File: src/rtl/rc4_pkg.sv
// Shared types and constants for the RC4 key-search engine.
// Message-checker state encoding and printable-byte bounds.
package rc4_pkg;

  typedef enum logic [2:0] {
    IDLE,
    ISSUE,
    WAIT,
    CHECK,
    FINISH
  } msg_chk_state_t;

  localparam logic [7:0] CHAR_LO = 8'h61;
  localparam logic [7:0] CHAR_HI = 8'h7A;
  localparam logic [7:0] CHAR_SP = 8'h20;

  localparam int MESSAGE_LENGTH = 32;

endpackage

File: src/rtl/ascii_class.sv
// Printable-byte classifier for decrypted message bytes.
// Accepts 'a'..'z', plus space when allow_space is set.
module ascii_class
  import rc4_pkg::*;
(
  input  logic [7:0] data,
  input  logic       allow_space,
  output logic       valid
);

  logic is_lower;
  logic is_space;

  assign is_lower = (data >= CHAR_LO) && (data <= CHAR_HI);
  assign is_space = allow_space && (data == CHAR_SP);
  assign valid    = is_lower || is_space;

endmodule

File: config.mk
export PLATFORM = sky130hd
export DESIGN_NAME = ascii_class
export DESIGN_NICKNAME = d
export VERILOG_FILES = /design/src/rtl/rc4_pkg.sv /design/src/rtl/ascii_class.sv
export SDC_FILE = /design/constraint.sdc
export NUM_CORES = 1
export LEC_CHECK = 0
export ABC_CLOCK_PERIOD_IN_PS = 4500
export BUFFER_PORTS_ARGS = -buffer_cell sky130_fd_sc_hd__buf_4
export CAP_MARGIN = 20
export CORE_AREA = 2 2 39 41
export DETAILED_ROUTE_END_ITERATION = 12
export DIE_AREA = 0 0 41 43
export GPL_TIMING_DRIVEN = 0
export PLACE_DENSITY = 0.3
export SLEW_MARGIN = 15
export SYNTH_ARGS = -nofsm -noshare
export SYNTH_HDL_FRONTEND = slang
export SYNTH_SLANG_ARGS = --single-unit
File: constraint.sdc
create_clock -name vclk -period 4.5
set_clock_uncertainty 0.05 [all_clocks]
set_input_delay 0.675 -clock vclk [all_inputs]
set_output_delay 0.675 -clock vclk [all_outputs]
set_load 0.01 [all_outputs]
# Word level (Yosys, flattened, before mapping)
# Index checks and enable logic that the tools add are counted.
dict set report op_classes {
  magnitude_cmp 2
  reduce_logical 3
  eq_ne 1
}
# cell n
set ops {}
lappend ops {{equality test 8 x 6 -> 1 bit, second input constant} 1}
lappend ops {{greater-or-equal comparator 8 x 7 -> 1 bit, second input constant} 1}
lappend ops {{<= comparator 8 x 7 -> 1 bit, second input constant} 1}
lappend ops {{logical AND 1 bit} 2}
lappend ops {{logical OR 1 bit} 1}
dict set report totals {
  elab_cells 6
  register_bits 0
  inputBits 9
  output_inout_bits 1
}

# Depth between registers and ports, before layout
# Gate-level depths: netlist of the first run.
dict set report logic_depth {
  depth_word 3
  ltp_mapped 3
  depth_no_buf 3
}

# Worst setup path before layout of the first run
# Ideal clock, no wire load.
dict set report synth_path {
  path_kind {input-to-output}
  start {input data[3]}
  end {output valid}
  setup_slack_ns 1.845
  required_ns 3.775
  n_path_buf 0
  arrival_time_ns 1.930
  cell_stages 3
  path_cell_list {or4_4 or4b_1 a21oi_1}
}
dict set report synth_via {
  elab_chain_cells 3
  elab_cells_between_ends 6
  cone_classes {2 x order compare; 1 x eq/ne; 3 x reduce/logical}
}
# item line_no
set synth_rtl {}
lappend synth_rtl {{from (decl)} ascii_class.sv:6} ;# input logic [7:0] data,
lappend synth_rtl {{greater-or-equal comparator 8 x 7 -> 1 bit, or another cell as far along} ascii_class.sv:14} ;# assign is_lower = (data >= CHAR_LO) && (data <= CHAR_HI);
lappend synth_rtl {{logical AND 1 bit, on equally long branches} {ascii_class.sv:14, ascii_class.sv:15}}
lappend synth_rtl {{logical OR 1 bit *} ascii_class.sv:16} ;# assign valid = is_lower || is_space;
lappend synth_rtl {{to (decl)} ascii_class.sv:8} ;# output logic valid
# Mark *: on every way between the ends. The rest lies on a longest branch, timed or not.

# Worst setup path in the final report of the first run
# Same ends and word-level chain as after synthesis.

==> summary.md, run 1 <==
| Metric | Value |
|---|---|
| Number of sequential cells | 0 |
| Sequential cell area | 0 um^2 |
| Worst slew margin | 88.57% |
| Initial Utilization | 3.617% |
| Final cycle utilization of the critical path | 63.24% |
| Leakage | 0.06154 nW |
| Seq/Total Area, Yosys | 0% |
| Post-Synthesis Net Count | 16 |
| Final min period | 2.846 ns |
| Leading area contributor after synthesis | or4_4 |
| Max-cap violations | 0 |
| Finished Layout Cells | 33 |
| Maximum operating frequency | 351.4 MHz |
| Worst path cell trace | buf_4 > or4_4 > or4b_1 > a21oi_1 > buf_4 |
| Pin count of the biggest net entering global routing | 4 |
| DRC Markers | 0 |
| Util after Layout | 10.49% |
| TNS Setup | 0 ns |
| Worst Path Arrival | 2.12 ns |
| Crit-path max FO | 2 |
| Outcome | complete, no violations |
| Worst Hold Launch | data[7] |
| Slowest cell on the critical path | or4_4 |
| RePlAce Congestion | 0.5927 |
| Die ar. | 1763 um^2 |
| P&R area growth vs syn | 190.0% |
| Row cnt | 14 |
| Multi-input logic area | 50.05 um^2 |
| Final setup fails | 0 |
| Ports | 10 |
| CP endpoint | valid |
| Setup WS pre-CTS | 1.653 ns |
| Critical path capture point type | output pin |
| Critical path's most frequent cell | buf_4 |
| Die Y | 43 um |
| Diodes inserted | 0 |
| CLK BUF | 0 |
| Worst slew pin tran | 0.1715 ns |
| Cts hold-fix bufs | 0 |
| GR Util met3 | 0% |
| HP Class | primary input to output pin |
| Routing usage on met2 | 2.500% |
| Post-synthesis area per instance | 7.150 um^2 |
| Placed cell area | 145.1 um^2 |
| Via density | 2.939 |
| Postcts setup bufs | 0 |
| NumNets Final | 28 |
| Post-synth cell types | 6 |
| RSZ-0062 raised after global routing | false |
| DR pass1 iterations | 1 |
| Post-route ant nets | 0 |
| VDD IR max | 0.00001656 V |
| Fillers | 163 |
| Critical Path RT | 3.77 ns |
| PortBufs | 10 |
| Via Count | 97 |
| Setup Crit Path Kind | primary input to output pin |
| Power Total | 9.423 uW |
| Worst hold slack | 1.626 ns |
| Top cells by area, synth | or4_4 (22%), a21oi_1 (20%), or4b_1 (20%) |
| Yosys warns | 0 |
| Critical path's largest stage delay | 0.52 ns |
| Worst setup margin | 1.654 ns |
| Final Hold Fails | 0 |
| GRT Util Overall | 2.298% |
| Grt total ovfl | 0 |
| Synthesized cell area | 50.05 um^2 |
| Syn Inst Count | 7 |
| Detailed Route WL | 208 um |
| DR iter-0 viols | 0 |
| Critical Path Start Type | primary input |
| Final Cell Area | 145.1 um^2 |
| GR peak layer | met1 |
| Layout cells sized above 1 | 64.71% |
| Core area | 1384 um^2 |
| Number of global-route vias before repair | 68 |
| Wire per inst | 6.303 um |
| Synth top area share | 22.50% |
| First-pass GRT wire length | 303 um |
| Cell Pwr Density | 64.92 nW/um^2 |
| Worst setup path startpoint | data[3] |
| Met1 GRT Util | 4.747% |
| Fin. max-slew vios | 0 |
| PostCTS Resize Cnt | 0 |
| Cells after DPL | 33 |
| Initial antenna violation count | 0 |
| Most common cell in the netlist | a21oi_1 |
| Die X | 41 um |
==> worst max-delay path, delay by kind of cell <==
kind	cells	cell delay (ns)
AO/OA/AOI/OAI	1	0.16
AND/OR/NAND/NOR	2	1.03
buffers and inverters	2	0.26
==> cell type report <==
| cell class | count | share of cell area, % |
|---|---|---|
| multi-input combinational | 7 | 34.48 |
| tap | 16 | 13.79 |
| timing repair buffer | 10 | 51.72 |
==> cells by family (layout without fill, tap and decap cells) <==
family / after synthesis / in the layout / share of synthesized area [%]
buffers and inverters: 0 / 10 / 0
AO/OA/AOI/OAI: 3 / 3 / 37.50
AND/OR/NAND/NOR: 4 / 4 / 62.50
==> power by group <==
group          internal, mW  switching (mW)  total (mW)
Clock                     0               0           0
Combinational       0.00663         0.00279     0.00942
Sequential                0               0           0
==> layer usage <==
metal  up-vias  wire (um)
li1         50          -
met1        37        117
met2        10         55
met3         0         35
met4         0          0
met5         -          0
==> worst min-delay path by stage <==
stage | endpoint | slack (ns) | cells after the start
CTS | valid | 1.63 | 4
global route | valid | 1.65 | 4
global placement | valid | 1.64 | 4
finish | valid | 1.63 | 4
floorplan | valid | 1.40 | 2
detailed placement | valid | 1.63 | 4
==> layout by cell type (no fill, tap or decap), drive strengths merged <==
cell,instances
a21oi,2
buf,10
nand2,1
nand2b,1
o221ai,1
or4,1
or4b,1
No activity file was read; power rests on OpenSTA's default activity.
==> inputs of run 2 (changes only) <==
- ABC_AREA: not set -> 1
- ABC_CLOCK_PERIOD_IN_PS: 4500 -> 2500
- clock period: 4.5 -> 2.5 ns (I/O delays scaled with it)
==> run 2 against run 1 <==
  * Count of clock-buffer cells in the layout is the same
  * Die area is the same
  * Flip-flop and latch count is the same
  * Synthesized cell count grew 130%
  * Sequential share of layout area is the same
  * Power grew 130%
  * Largest power group unchanged
  * Via count grew 33%
  * Combinational power grew 130%
==> summary.md, run 2 <==
| Metric | Value |
|---|---|
| RSZ-0062 raised after global routing | false |
| Layout cells sized above 1 | 53.85% |
| Postcts setup bufs | 0 |
| Core area | 1384 um^2 |
| Syn Inst Count | 16 |
| P&R area growth vs syn | 120.6% |
| Slowest cell on the critical path | buf_4 |
| CLK BUF | 0 |
| Max-cap violations | 0 |
| Initial antenna violation count | 0 |
| VDD IR max | 0.00001746 V |
| Final Cell Area | 173.9 um^2 |
| Finished Layout Cells | 42 |
| Fin. max-slew vios | 0 |
| Post-Synthesis Net Count | 25 |
| Maximum operating frequency | 683.4 MHz |
| Seq/Total Area, Yosys | 0% |
| DR pass1 iterations | 4 |
| Final Hold Fails | 0 |
| Detailed Route WL | 243 um |
| Via density | 3.071 |
| Final cycle utilization of the critical path | 58.53% |
| Fillers | 154 |
| RePlAce Congestion | 0.5069 |
| Critical path's largest stage delay | 0.13 ns |
| Initial Utilization | 5.696% |
| Commonest cells after routing, fill and taps aside | buf_4 (10), inv_1 (3), nor2_2 (3), nand2_1 (3) |
| Cells after DPL | 42 |
| Die ar. | 1763 um^2 |
| Outcome | complete, no violations |
| Worst setup path startpoint | data[1] |
| Sequential cell area | 0 um^2 |
| Synth top area share | 23.81% |
| Logic pwr share | 100.0% |
| Die Y | 43 um |
| Critical Path RT | 2.08 ns |
| Cts hold-fix bufs | 0 |
| P_int | 13.35 uW |
| Top cells by area, synth | nor2_2 (24%), nand4_1 (16%), inv_1 (14%) |
| Critical Path Start Type | primary input |
| Post-synth cell types | 8 |
| Cell Pwr Density | 125.8 nW/um^2 |
| Placed cell area | 173.9 um^2 |
| TNS Setup | 0 ns |
| Leakage | 0.09513 nW |
| Post-synthesis area per instance | 4.927 um^2 |
| Via Count | 129 |
| Worst path cell trace | buf_4 > nor2_2 > nand3_1 > nand2_1 > nand3_1 > nand2_1 > inv_1 > buf_4 |
| Leading area contributor after synthesis | nor2_2 |
| Post-synth top cells | inv_1 (3), nand2_1 (3), nor2_2 (3) |
| HP Class | primary input to output pin |
| PortBufs | 10 |
| Ports | 10 |
| Synthesized cell area | 78.83 um^2 |
| DR iter-0 viols | 1 |
| Critical path capture point type | output pin |
| Wire per inst | 5.786 um |
| CP endpoint | valid |
| Flop pwr share | 0% |
| WP depth | 8 |
| Clock power share | 0% |
| Number of sequential cells | 0 |
| Row cnt | 14 |
| Top delay family on crit path | simple AND/OR/NAND/NOR gates |
| Sw Ratio | 38.96% |
| Diodes inserted | 0 |
| First-pass GRT wire length | 400 um |
| Worst Path Buf+Inv | 3 |
| Setup Crit Path Kind | primary input to output pin |
| Yosys warns | 0 |
| Worst slew pin tran | 0.1120 ns |
| NumNets Final | 37 |
| Worst slew margin | 92.52% |
| Post-route ant nets | 0 |
| PostCTS Resize Cnt | 0 |
| Final min period | 1.463 ns |
| GRT Util Overall | 2.997% |
| Grt total ovfl | 0 |
| Worst Path Arrival | 1.04 ns |
| Detail Placement HPWL | 235.3 um |
| Commonest non-fill, non-tap cell in the layout | buf_4 |
| Die X | 41 um |
| DRC Markers | 0 |
| Pin count of the biggest net entering global routing | 4 |
| Number of global-route vias before repair | 91 |
| Crit-path max FO | 2 |
| Final setup fails | 0 |
| Sw power | 8.524 uW |
run 2: cell count changes after synthesis, moves of 2 or more:
cell / change
nand4_1: +2
nand3_1: +2
a21oi_1: -2
nor2_2: +3
inv_1: +3
nand2_1: +2
run 2: routing by layer:
layer  part of all wire, %  global-route usage [%]  wire [um]
met4                     0                       0          0
met5                     0                       0          0
met2                    56                   5.625        136
met3                   5.8                       0         14
met1                    38                   3.797         92
run 2: cell type report:
cell class         count  area [um^2]  share of cell area (%)
multi-input cells     12        63.81                   36.69
well taps             16        20.02                   11.51
inverters              4        15.01                   8.633
repair buffers        10        75.07                   43.17
run 2: metrics by stage:
step                hold slack [ns]  utilization, %  setup WS (ns)  power [mW]
CTS                           1.025           12.57          1.016     0.02242
finish                        1.020           12.57          1.037     0.02188
floorplan                    0.8193               -          1.309    0.007415
global route                  1.037           12.57         0.9663     0.02425
global placement              1.024           12.57          1.025     0.02189
detailed placement            1.025           12.57          1.018     0.02238
run 2: power by group through the flow:
stage	clock network (mW)	logic (mW)	registers, mW
final	0	0.0219	0
after global routing	0	0.0243	0
after CTS	0	0.0224	0
after detailed placement	0	0.0224	0
after global placement	0	0.0219	0
after floorplan	0	0.00742	0
run 2: worst min path at each step:
stage	endpoint	cells past startpoint	slack (ns)	from
after floorplan	valid	3	0.82	data[7]
after global placement	valid	5	1.02	data[7]
after detailed placement	valid	5	1.02	data[7]
after CTS	valid	5	1.03	data[7]
after global routing	valid	5	1.04	data[7]
final	valid	5	1.02	data[7]
run 2: cell families after synthesis:
kind of cell           share of synthesized area (%)
buffers and inverters                          19.04
and+or+nand+nor                                71.42
AOI/OAI and AO/OA                              9.527
==> inputs of run 3 (changes only) <==
- ABC_AREA: 1 -> 0
- ABC_CLOCK_PERIOD_IN_PS: 2500 -> 1450
- clock period: 2.5 -> 1.45 ns (I/O delays scaled with it)
==> run 3 against run 2 <==
  * The run now ends with setup timing left
  * Utilization down 0.99 points
  * Power up 50%
  * Flip-flop and latch count unchanged
  * Die area unchanged
  * Critical path depth down 3
  * Count of clock-buffer cells in the layout unchanged
  * Cell area down 7.9%
  * Final cell count down 21%
  * Routed wire length down 3.3%
  * Global-route usage unchanged
  * Sequential share of layout area unchanged
  * Worst setup slack worse by 1.4 ns
  * Critical path type unchanged
  * Critical endpoint unchanged
  * Largest cell class unchanged
  * Largest power group unchanged
==> summary.md, run 3 (synthesis results as in run 1) <==
| Metric | Value |
|---|---|
| Cts hold-fix bufs | 0 |
| Commonest non-fill, non-tap cell in the layout | buf_4 |
| Cell Pwr Density | 204.3 nW/um^2 |
| CP endpoint | valid |
| Ports | 10 |
| Worst setup path startpoint | data[3] |
| Leakage | 0.06560 nW |
| RSZ-0062 raised after global routing | true |
| Critical Path RT | 1.18 ns |
| Via Count | 95 |
| Worst slew margin | 85.94% |
| Worst slew pin tran | 0.2109 ns |
| Diodes inserted | 0 |
| Postcts setup bufs | 0 |
| HP Class | primary input to output pin |
| Fillers | 158 |
| PortBufs | 10 |
| Worst Path Arrival | 1.59 ns |
| Maximum operating frequency | 539.4 MHz |
| Worst hold slack | 0.7285 ns |
| Initial Utilization | 3.617% |
| Final setup fails | 1 |
| P&R area growth vs syn | 220.0% |
| RePlAce Congestion | 0.5754 |
| Worst setup margin | -0.4038 ns |
| Fin. max-slew vios | 0 |
| Die Y | 43 um |
| Die ar. | 1763 um^2 |
| Final min period | 1.854 ns |
| Post-route ant nets | 0 |
| Grt total ovfl | 0 |
| Util after Layout | 11.57% |
| First-pass GRT wire length | 400 um |
| Layout cells sized above 1 | 76.47% |
| Initial antenna violation count | 0 |
| Final cycle utilization of the critical path | 127.8% |
| Sequential cell area | 0 um^2 |
| Pin count of the biggest net entering global routing | 4 |
| DR iter-0 viols | 0 |
| GRT Util Overall | 2.997% |
| Wire per inst | 7.121 um |
| Row cnt | 14 |
| Via density | 2.879 |
| Detailed Route WL | 235 um |
| CLK BUF | 0 |
| Die X | 41 um |
| Crit-path max FO | 2 |
| Violations in the final reports | setup timing |
| Number of sequential cells | 0 |
| Final Hold Fails | 0 |
| Power Total | 32.72 uW |
| Core area | 1384 um^2 |
| DR pass1 iterations | 1 |
| Outcome | complete, but fails checks |
| DRC Markers | 0 |
| Critical path capture point type | output pin |
| VDD IR max | 0.00005227 V |
| NumNets Final | 28 |
| Number of global-route vias before repair | 102 |
| Commonest cells after routing, fill and taps aside | buf_4 (8), buf_6 (2) |
| Max-cap violations | 0 |
| Setup Crit Path Kind | primary input to output pin |
| Critical Path Start Type | primary input |
[run 3: cell types whose count changed in the layout (fill, tap and decap cells not counted), moves of 2 or more]
cell,delta
nand2_1,-2
nor2_2,-3
nand3_1,-2
inv_1,-3
nand4_1,-2
buf_4,-2
buf_6,+2
[run 3: area by class of cell]
type | count | area (um^2) | share of cell area, %
multi-input cells | 7 | 57.56 | 35.94
repair buffers | 10 | 82.58 | 51.56
well taps | 16 | 20.02 | 12.50
[run 3: worst min path at each step]
stage / slack [ns] / cells past startpoint / start / end
global route: 0.76 / 4 / data[5] / valid
detailed placement: 0.73 / 4 / data[7] / valid
global placement: 0.73 / 4 / data[7] / valid
finish: 0.73 / 4 / data[7] / valid
CTS: 0.74 / 4 / data[7] / valid
floorplan: 0.49 / 2 / data[5] / valid
[run 3: stage by stage]
stage	instance area, um^2	worst slack, ns	instances	TNS (ns)
2_1_floorplan	53.80	-0.2120	7	-0.2120
3_3_place_gp	148.9	-0.4310	33	-0.4310
3_5_place_dp	148.9	-0.4448	33	-0.4448
4_1_cts	156.4	-0.4207	33	-0.4207
5_1_grt	160.2	-0.4613	33	-0.4613
6_report	160.2	-0.4038	33	-0.4038
[run 3: per-layer routing]
layer  global-route usage (%)  vias up  wire length [um]  part of all wire (%)
li1                         -       50                 -                     -
met1                    5.380       35               108                    46
met2                    3.750       10                64                    27
met3                   0.5236        0                63                    27
met4                        0        0                 0                     0
met5                        0        -                 0                     0
[run 3: timing repair]
action	4_1_cts	5_1_grt
pin swaps	0	0
cloned	0	0
resized for setup	2	1
setup endpoints to repair	1	1
[run 3: power breakdown]
group | leakage, nW | total [mW] | switching (mW) | internal, mW
clock network | 0 | 0 | 0 | 0
registers | 0 | 0 | 0 | 0
logic | 0.0656 | 0.0327 | 0.00979 | 0.0229
total | 0.0656 | 0.0327 | 0.00979 | 0.0229
[run 3: critical path, cell delays in order]
cell and delay, ns:
buf_6 0.09, or4_4 0.52, or4b_4 0.49, a21oi_2 0.13, buf_4 0.13
